$ cat src/rtl/keypad_if.sv
// Key-event handshake between the keypad scanner and its consumer.
// The scanner (master) publishes the accepted key and status flags; the
// consumer (slave) returns the acknowledge.
interface keypad_if;
    logic [3:0] key_code;
    logic       key_valid;
    logic       key_ack;
    logic       key_held;
    logic       overrun;

    modport master (
        output key_code,
        output key_valid,
        output key_held,
        output overrun,
        input  key_ack
    );

    modport slave (
        input  key_code,
        input  key_valid,
        input  key_held,
        input  overrun,
        output key_ack
    );
endinterface

$ cat src/rtl/keypad_scanner.sv
// 4x4 matrix keypad scanner: walks an active-low one-hot column drive,
// synchronizes and debounces the active-low row sense lines, and hands one
// hex key code per physical press to the consumer through a valid/ack
// handshake. No auto-repeat, no rollover: a key must be released (debounced)
// before the next one can be accepted.
module keypad_scanner #(
    parameter int SCAN_DIV       = 50_000,
    parameter int DEBOUNCE_TICKS = 20
) (
    input  logic        clk,
    input  logic        rst,
    input  logic [3:0]  row_in,
    output logic [3:0]  col_out,
    keypad_if.master    kp
);
    localparam int DIV_W = (SCAN_DIV > 2) ? $clog2(SCAN_DIV) : 1;
    localparam int CNT_W = $clog2(DEBOUNCE_TICKS + 1);
    localparam logic [DIV_W-1:0] DIV_LAST = DIV_W'(SCAN_DIV - 1);
    localparam logic [CNT_W-1:0] CNT_DONE = CNT_W'(DEBOUNCE_TICKS);
    localparam logic [CNT_W-1:0] CNT_ONE  = CNT_W'(1);

    typedef enum logic [1:0] {
        ST_SCAN     = 2'd0,
        ST_DEBOUNCE = 2'd1,
        ST_HELD     = 2'd2
    } state_t;

    state_t           state_q,   state_d;
    logic [3:0]       sync1_q,   sync1_d;
    logic [3:0]       rs_q,      rs_d;
    logic [DIV_W-1:0] div_q,     div_d;
    logic [1:0]       col_idx_q, col_idx_d;
    logic [3:0]       col_out_q, col_out_d;
    logic [1:0]       row_q,     row_d;
    logic [CNT_W-1:0] cnt_q,     cnt_d;
    logic [3:0]       code_q,    code_d;
    logic             valid_q,   valid_d;
    logic             held_q,    held_d;
    logic             ovr_q,     ovr_d;

    logic             tick;
    logic             load;
    logic             all_high;
    logic [1:0]       win;

    // Lowest-index low row wins when several rows are pulled down.
    function automatic logic [1:0] win_row(input logic [3:0] rs);
        logic [1:0] r;
        if (!rs[0])      r = 2'd0;
        else if (!rs[1]) r = 2'd1;
        else if (!rs[2]) r = 2'd2;
        else             r = 2'd3;
        return r;
    endfunction

    // Physical keypad legend: rows 1-2-3-A / 4-5-6-B / 7-8-9-C / *-0-#-D,
    // with * reported as E and # as F.
    function automatic logic [3:0] key_map(input logic [1:0] r, input logic [1:0] c);
        logic [3:0] k;
        case ({r, c})
            4'h0:    k = 4'h1;
            4'h1:    k = 4'h2;
            4'h2:    k = 4'h3;
            4'h3:    k = 4'hA;
            4'h4:    k = 4'h4;
            4'h5:    k = 4'h5;
            4'h6:    k = 4'h6;
            4'h7:    k = 4'hB;
            4'h8:    k = 4'h7;
            4'h9:    k = 4'h8;
            4'hA:    k = 4'h9;
            4'hB:    k = 4'hC;
            4'hC:    k = 4'hE;
            4'hD:    k = 4'h0;
            4'hE:    k = 4'hF;
            default: k = 4'hD;
        endcase
        return k;
    endfunction

    // Next-state logic: tick divider, scan/debounce/held sequencing, handshake.
    always_comb begin
        sync1_d   = row_in;
        rs_d      = sync1_q;
        tick      = (div_q == DIV_LAST);
        div_d     = tick ? '0 : div_q + DIV_W'(1);
        state_d   = state_q;
        col_idx_d = col_idx_q;
        row_d     = row_q;
        cnt_d     = cnt_q;
        load      = 1'b0;
        all_high  = (rs_q == 4'hF);
        win       = win_row(rs_q);

        if (tick) begin
            case (state_q)
                ST_SCAN: begin
                    if (all_high) begin
                        col_idx_d = col_idx_q + 2'd1;
                    end else begin
                        row_d = win;
                        cnt_d = CNT_ONE;
                        if (DEBOUNCE_TICKS == 1) load = 1'b1;
                        else                     state_d = ST_DEBOUNCE;
                    end
                end
                ST_DEBOUNCE: begin
                    if (all_high || win != row_q) begin
                        state_d   = ST_SCAN;
                        col_idx_d = col_idx_q + 2'd1;
                    end else if (cnt_q + CNT_ONE == CNT_DONE) begin
                        load = 1'b1;
                    end else begin
                        cnt_d = cnt_q + CNT_ONE;
                    end
                end
                ST_HELD: begin
                    if (!all_high) begin
                        cnt_d = '0;
                    end else if (cnt_q + CNT_ONE == CNT_DONE) begin
                        state_d   = ST_SCAN;
                        col_idx_d = col_idx_q + 2'd1;
                        cnt_d     = '0;
                    end else begin
                        cnt_d = cnt_q + CNT_ONE;
                    end
                end
                default: begin
                    state_d = ST_SCAN;
                end
            endcase
        end

        if (load) begin
            state_d = ST_HELD;
            cnt_d   = '0;
        end

        col_out_d = ~(4'b0001 << col_idx_d);
        held_d    = (state_d == ST_HELD);

        // A load always wins over an ack; an unacknowledged pending key
        // being overwritten is what raises overrun.
        code_d  = code_q;
        valid_d = valid_q;
        ovr_d   = ovr_q;
        if (load) begin
            code_d  = key_map(row_d, col_idx_q);
            valid_d = 1'b1;
            if (valid_q) ovr_d = !kp.key_ack;
        end else if (valid_q && kp.key_ack) begin
            valid_d = 1'b0;
            ovr_d   = 1'b0;
        end
    end

    // State and output registers, cleared asynchronously while rst is low.
    always_ff @(posedge clk or negedge rst) begin
        if (!rst) begin
            state_q   <= ST_SCAN;
            sync1_q   <= 4'hF;
            rs_q      <= 4'hF;
            div_q     <= '0;
            col_idx_q <= 2'd0;
            col_out_q <= 4'b1110;
            row_q     <= 2'd0;
            cnt_q     <= '0;
            code_q    <= 4'h0;
            valid_q   <= 1'b0;
            held_q    <= 1'b0;
            ovr_q     <= 1'b0;
        end else begin
            state_q   <= state_d;
            sync1_q   <= sync1_d;
            rs_q      <= rs_d;
            div_q     <= div_d;
            col_idx_q <= col_idx_d;
            col_out_q <= col_out_d;
            row_q     <= row_d;
            cnt_q     <= cnt_d;
            code_q    <= code_d;
            valid_q   <= valid_d;
            held_q    <= held_d;
            ovr_q     <= ovr_d;
        end
    end

    assign col_out      = col_out_q;
    assign kp.key_code  = code_q;
    assign kp.key_valid = valid_q;
    assign kp.key_held  = held_q;
    assign kp.overrun   = ovr_q;
endmodule
$ cat src/flat_wrapper.sv
// flat-port wrapper written by rule: the top's interface ports become plain ports
module keypad_scanner_flat 
#(
    parameter int SCAN_DIV       = 50_000,
    parameter int DEBOUNCE_TICKS = 20
)
  (clk, rst, row_in, col_out, kp_key_code, kp_key_valid, kp_key_held, kp_overrun, kp_key_ack);
  keypad_if kp_i ();
  input  logic clk;
  input  logic rst;
  input  logic [3:0] row_in;
  output logic [3:0] col_out;
  output wire logic [$bits(kp_i.key_code)-1:0] kp_key_code;
  output wire logic [$bits(kp_i.key_valid)-1:0] kp_key_valid;
  output wire logic [$bits(kp_i.key_held)-1:0] kp_key_held;
  output wire logic [$bits(kp_i.overrun)-1:0] kp_overrun;
  input wire logic [$bits(kp_i.key_ack)-1:0] kp_key_ack;
  assign kp_key_code = kp_i.key_code;
  assign kp_key_valid = kp_i.key_valid;
  assign kp_key_held = kp_i.key_held;
  assign kp_overrun = kp_i.overrun;
  assign kp_i.key_ack = kp_key_ack;
  keypad_scanner #(.SCAN_DIV(SCAN_DIV), .DEBOUNCE_TICKS(DEBOUNCE_TICKS)) u_core (.clk(clk), .rst(rst), .row_in(row_in), .col_out(col_out), .kp(kp_i));
endmodule
$ cat config.mk
export PLATFORM = sky130hd
export DESIGN_NAME = keypad_scanner_flat
export DESIGN_NICKNAME = d
export VERILOG_FILES = /design/src/rtl/keypad_if.sv /design/src/rtl/keypad_scanner.sv /design/src/flat_wrapper.sv
export SDC_FILE = /design/constraint.sdc
export NUM_CORES = 1
export LEC_CHECK = 0
export ABC_AREA = 0
export CORE_MARGIN = 4
export CORE_UTILIZATION = 63
export DETAILED_ROUTE_END_ITERATION = 8
export DONT_BUFFER_PORTS = 1
export GPL_ROUTABILITY_DRIVEN = 0
export HOLD_SLACK_MARGIN = 0.05
export MAX_ROUTING_LAYER = met4
export PLACE_DENSITY = 0.83
export SKIP_CTS_REPAIR_TIMING = 1
export SYNTH_ARGS = -nofsm -noshare
export SYNTH_HDL_FRONTEND = slang
export SYNTH_SLANG_ARGS = --single-unit
$ cat constraint.sdc
create_clock -name clk -period 3.25 [get_ports clk]
set_clock_uncertainty 0.1 [all_clocks]
set_input_delay 0.325 -clock clk [delete_from_list [all_inputs] [get_ports clk]]
set_output_delay 0.325 -clock clk [all_outputs]
set_load 0.02 [all_outputs]
==> results.cfg <==
[status]
outcome = finished, final reports clean

[clocking]
clkLatencyLatePin_ns = 0.30
cts_sinks = 46
cts_root_buffer = clkbuf_8
clk_pin_slew_worst_paths_ns = 0.09
tritoncts = yes
htreeDepth = 2
cts_max_path_buffers = 2
cts_buffers = 5

[logic_synthesis]
synth_area_per_cell_um2 = 10.1
synth_edf_count = 0
yosys.area.top_type_share = 0.364
yosysWarnings = 0
synth_area_leaders = dfrtp_1 36%, dfstp_2 12%, ha_1 5.2%
syn-num-nets = 255
yosysUniqueCellTypes = 54
ys_seq_area_frac = 0.484
synthArstFlopShare = 1.00
yosysMostFrequentCell = dfrtp_1
synth_area_leader_cell = dfrtp_1
ys_seq_elements = 46
synth_commonest_cells = 35 x dfrtp_1, 19 x nand2_1, 16 x nor2_1
synth_ff_type = dfrtp_1
synthCells = 238
netlist_area_um2 = 2410

[grt]
grt_pass1_wl_mm = 8.18
grt_max_degree = 47
grt_pass1_vias = 1741
grt_usage = 0.215
overflow = 0
antenna_found_initial = 0

[floorplanning]
dieWidth_um = 69.8
row_count = 22
die_y_um = 69.8
dieArea_um2 = 4870
start_util = 0.652
ios = 18
core-area_um2 = 3690

[finish]
drive_gt1_frac = 0.124
stdcell_area_um2 = 2630
nNetsFinal = 267
fin_util = 0.714
num_antenna_cells = 0
syn2layout_area_growth_pct = 9.46

[placement]
io_buffers = 0
hpwl_mm = 3.49
post_dp_cell_area_um2 = 2460

[power_and_ir_drop]
p_per_area_nw_per_um2 = 361
power_frac_seq = 0.618
peakVddDrop_mv = 0.304
p_switching_w = 0.000206
internal-power_w = 0.000746
clockPowerShare = 0.353
combPwrFrac = 0.028
leakagePower_nw = 1.15
finalPower_w = 0.000952
swShare = 0.217

[worst_setup_path]
cp-start-kind = flip-flop
crit_chain = ha_1 > nand4b_1 > or4_1 > a2111o_1 > a2111oi_1 > a211o_1
critPathArrivalTime_ns = 2.86
crit_required_ns = 3.39
crit_buf_inv = 0
crit_fanout = 9
max_stage_delay_ns = 0.58
critPathLaunch = u_core.div_q[0]$_DFF_PN0_
critPathKind = flip-flop to flip-flop
timing.rr.start = u_core.div_q[0]$_DFF_PN0_
crit_family = compound AO/OA/AOI/OAI gates
slowest_stage = or4_1
end_kind = flip-flop

[sta]
rsz0062_at_grt = false
relSlewSlack = 0.429
setup_viol = 0
hold_violations = 0
drv_slew = 0
min_period_ns = 2.72
fin_crit_sh = 0.837
finalSetupTns_ns = 0
clock.fmax_mhz = 368
worst_pin_slew_ns = 0.849

[drt]
post-route-drc-count = 0
route.detailed.wl_per_inst_um = 16.2
drt_pass1_iterations = 4
vias = 1869
postRouteAntennaNets = 0
drt_iter0_markers = 103
via_per_inst = 6.25
totalWireLength_mm = 4.85

[min_path]
hp-class = input port to flip-flop
hp-start = kp_key_ack

[job]
drv_cap = 0
-- cell usage in the layout (no fill, tap or decap), types with 2 or more instances in the layout --
cell type       n
nand4b_1        3
xor2_1          6
ha_1           10
nand3_1        14
and4b_1         2
and2_1          3
or2_2           4
nor4_1          2
nand2_1        19
a32oi_1         2
a211o_1         2
o21ai_0        15
dfstp_2        11
a31oi_1         2
a21o_1          5
nor3_1          6
clkbuf_8        5
a211oi_2        2
nor2_1         16
clkbuf_1        2
and3b_1         2
inv_1          12
dfrtp_1        35
xnor2_1         5
o31ai_1         3
nand4_1         8
dlygate4sd3_1   6
nor4bb_1        2
nand2b_1        6
a2111o_1        2
nor2b_1         3
nand4bb_1       2
a21oi_1         8
-- through the flow --
step,setup slack [ns],cells,hold slack (ns)
6_report,0.530,299,0.0675
3_5_place_dp,0.625,284,-0.0693
4_1_cts,0.591,292,-0.403
5_1_grt,0.404,299,0.0605
2_1_floorplan,0.874,238,-0.0706
3_3_place_gp,0.697,284,-0.0689
-- sequential cells by signal, indices dropped and copies added, names as in the netlist --
signal               count
u_core.div_q            16
u_core.cnt_q             5
u_core.col_out           4
u_core.kp.key_code       4
u_core.rs_d              4
u_core.rs_q              4
u_core.col_idx_q         2
u_core.row_q             2
u_core.state_q           2
u_core.kp.key_held       1
u_core.kp.key_valid      1
u_core.kp.overrun        1
-- per-layer routing --
layer,part of all wire,up-vias,GRT usage
li1,-,890,-
met1,0.47,923,0.296
met2,0.47,46,0.321
met3,0.041,10,0.0362
met4,0.020,0,0.0809
met5,0,-,-
-- layout make-up --
class | instances | area, um2
inverters | 13 | 48.8
multi-input cells | 176 | 1180
clock inverters | 1 | 7.51
repair buffers | 8 | 95.1
flip-flops and latches | 46 | 1160
clock buffers | 7 | 76.3
fillers | 297 | 1050
well taps | 48 | 60.1
-- logic make-up after synthesis --
group,after synthesis,synth area share
compound gates,52,0.150
buf+inv,16,0.0250
xor+xnor,11,0.0400
simple gates,101,0.240
fa+ha+maj,10,0.0520
mux,2,0.00884
flops,46,0.484
-- power by group through the flow --
stage / clock [W] / sequential, W / combinational, W
global route: 0.000367 / 0.000589 / 0.0000309
CTS: 0.000345 / 0.000589 / 0.00000671
global placement: 0 / 0.000599 / 0.00000655
floorplan: 0 / 0.000598 / 0.00000562
finish: 0.000336 / 0.000589 / 0.0000271
detailed placement: 0 / 0.000600 / 0.00000670
-- path summary, 6_finish.rpt --
path,to,slack (ns),depth (start not counted)
min in group asynchronous,u_core.div_q[5]$_DFF_PN0_,0.41,2
max in group asynchronous,u_core.rs_d[0]$_DFF_PN1_,2.36,2
worst max register to register,u_core.kp.key_code[1]$_DFFE_PN0N_,0.53,6
worst max-delay path,u_core.kp.key_code[1]$_DFFE_PN0N_,0.53,6
worst min register to register,u_core.rs_q[3]$_DFF_PN1_,0.26,0
worst min-delay path,u_core.kp.key_valid$_DFFE_PN0P_,0.07,1
No activity file was read; power rests on OpenSTA's default activity.
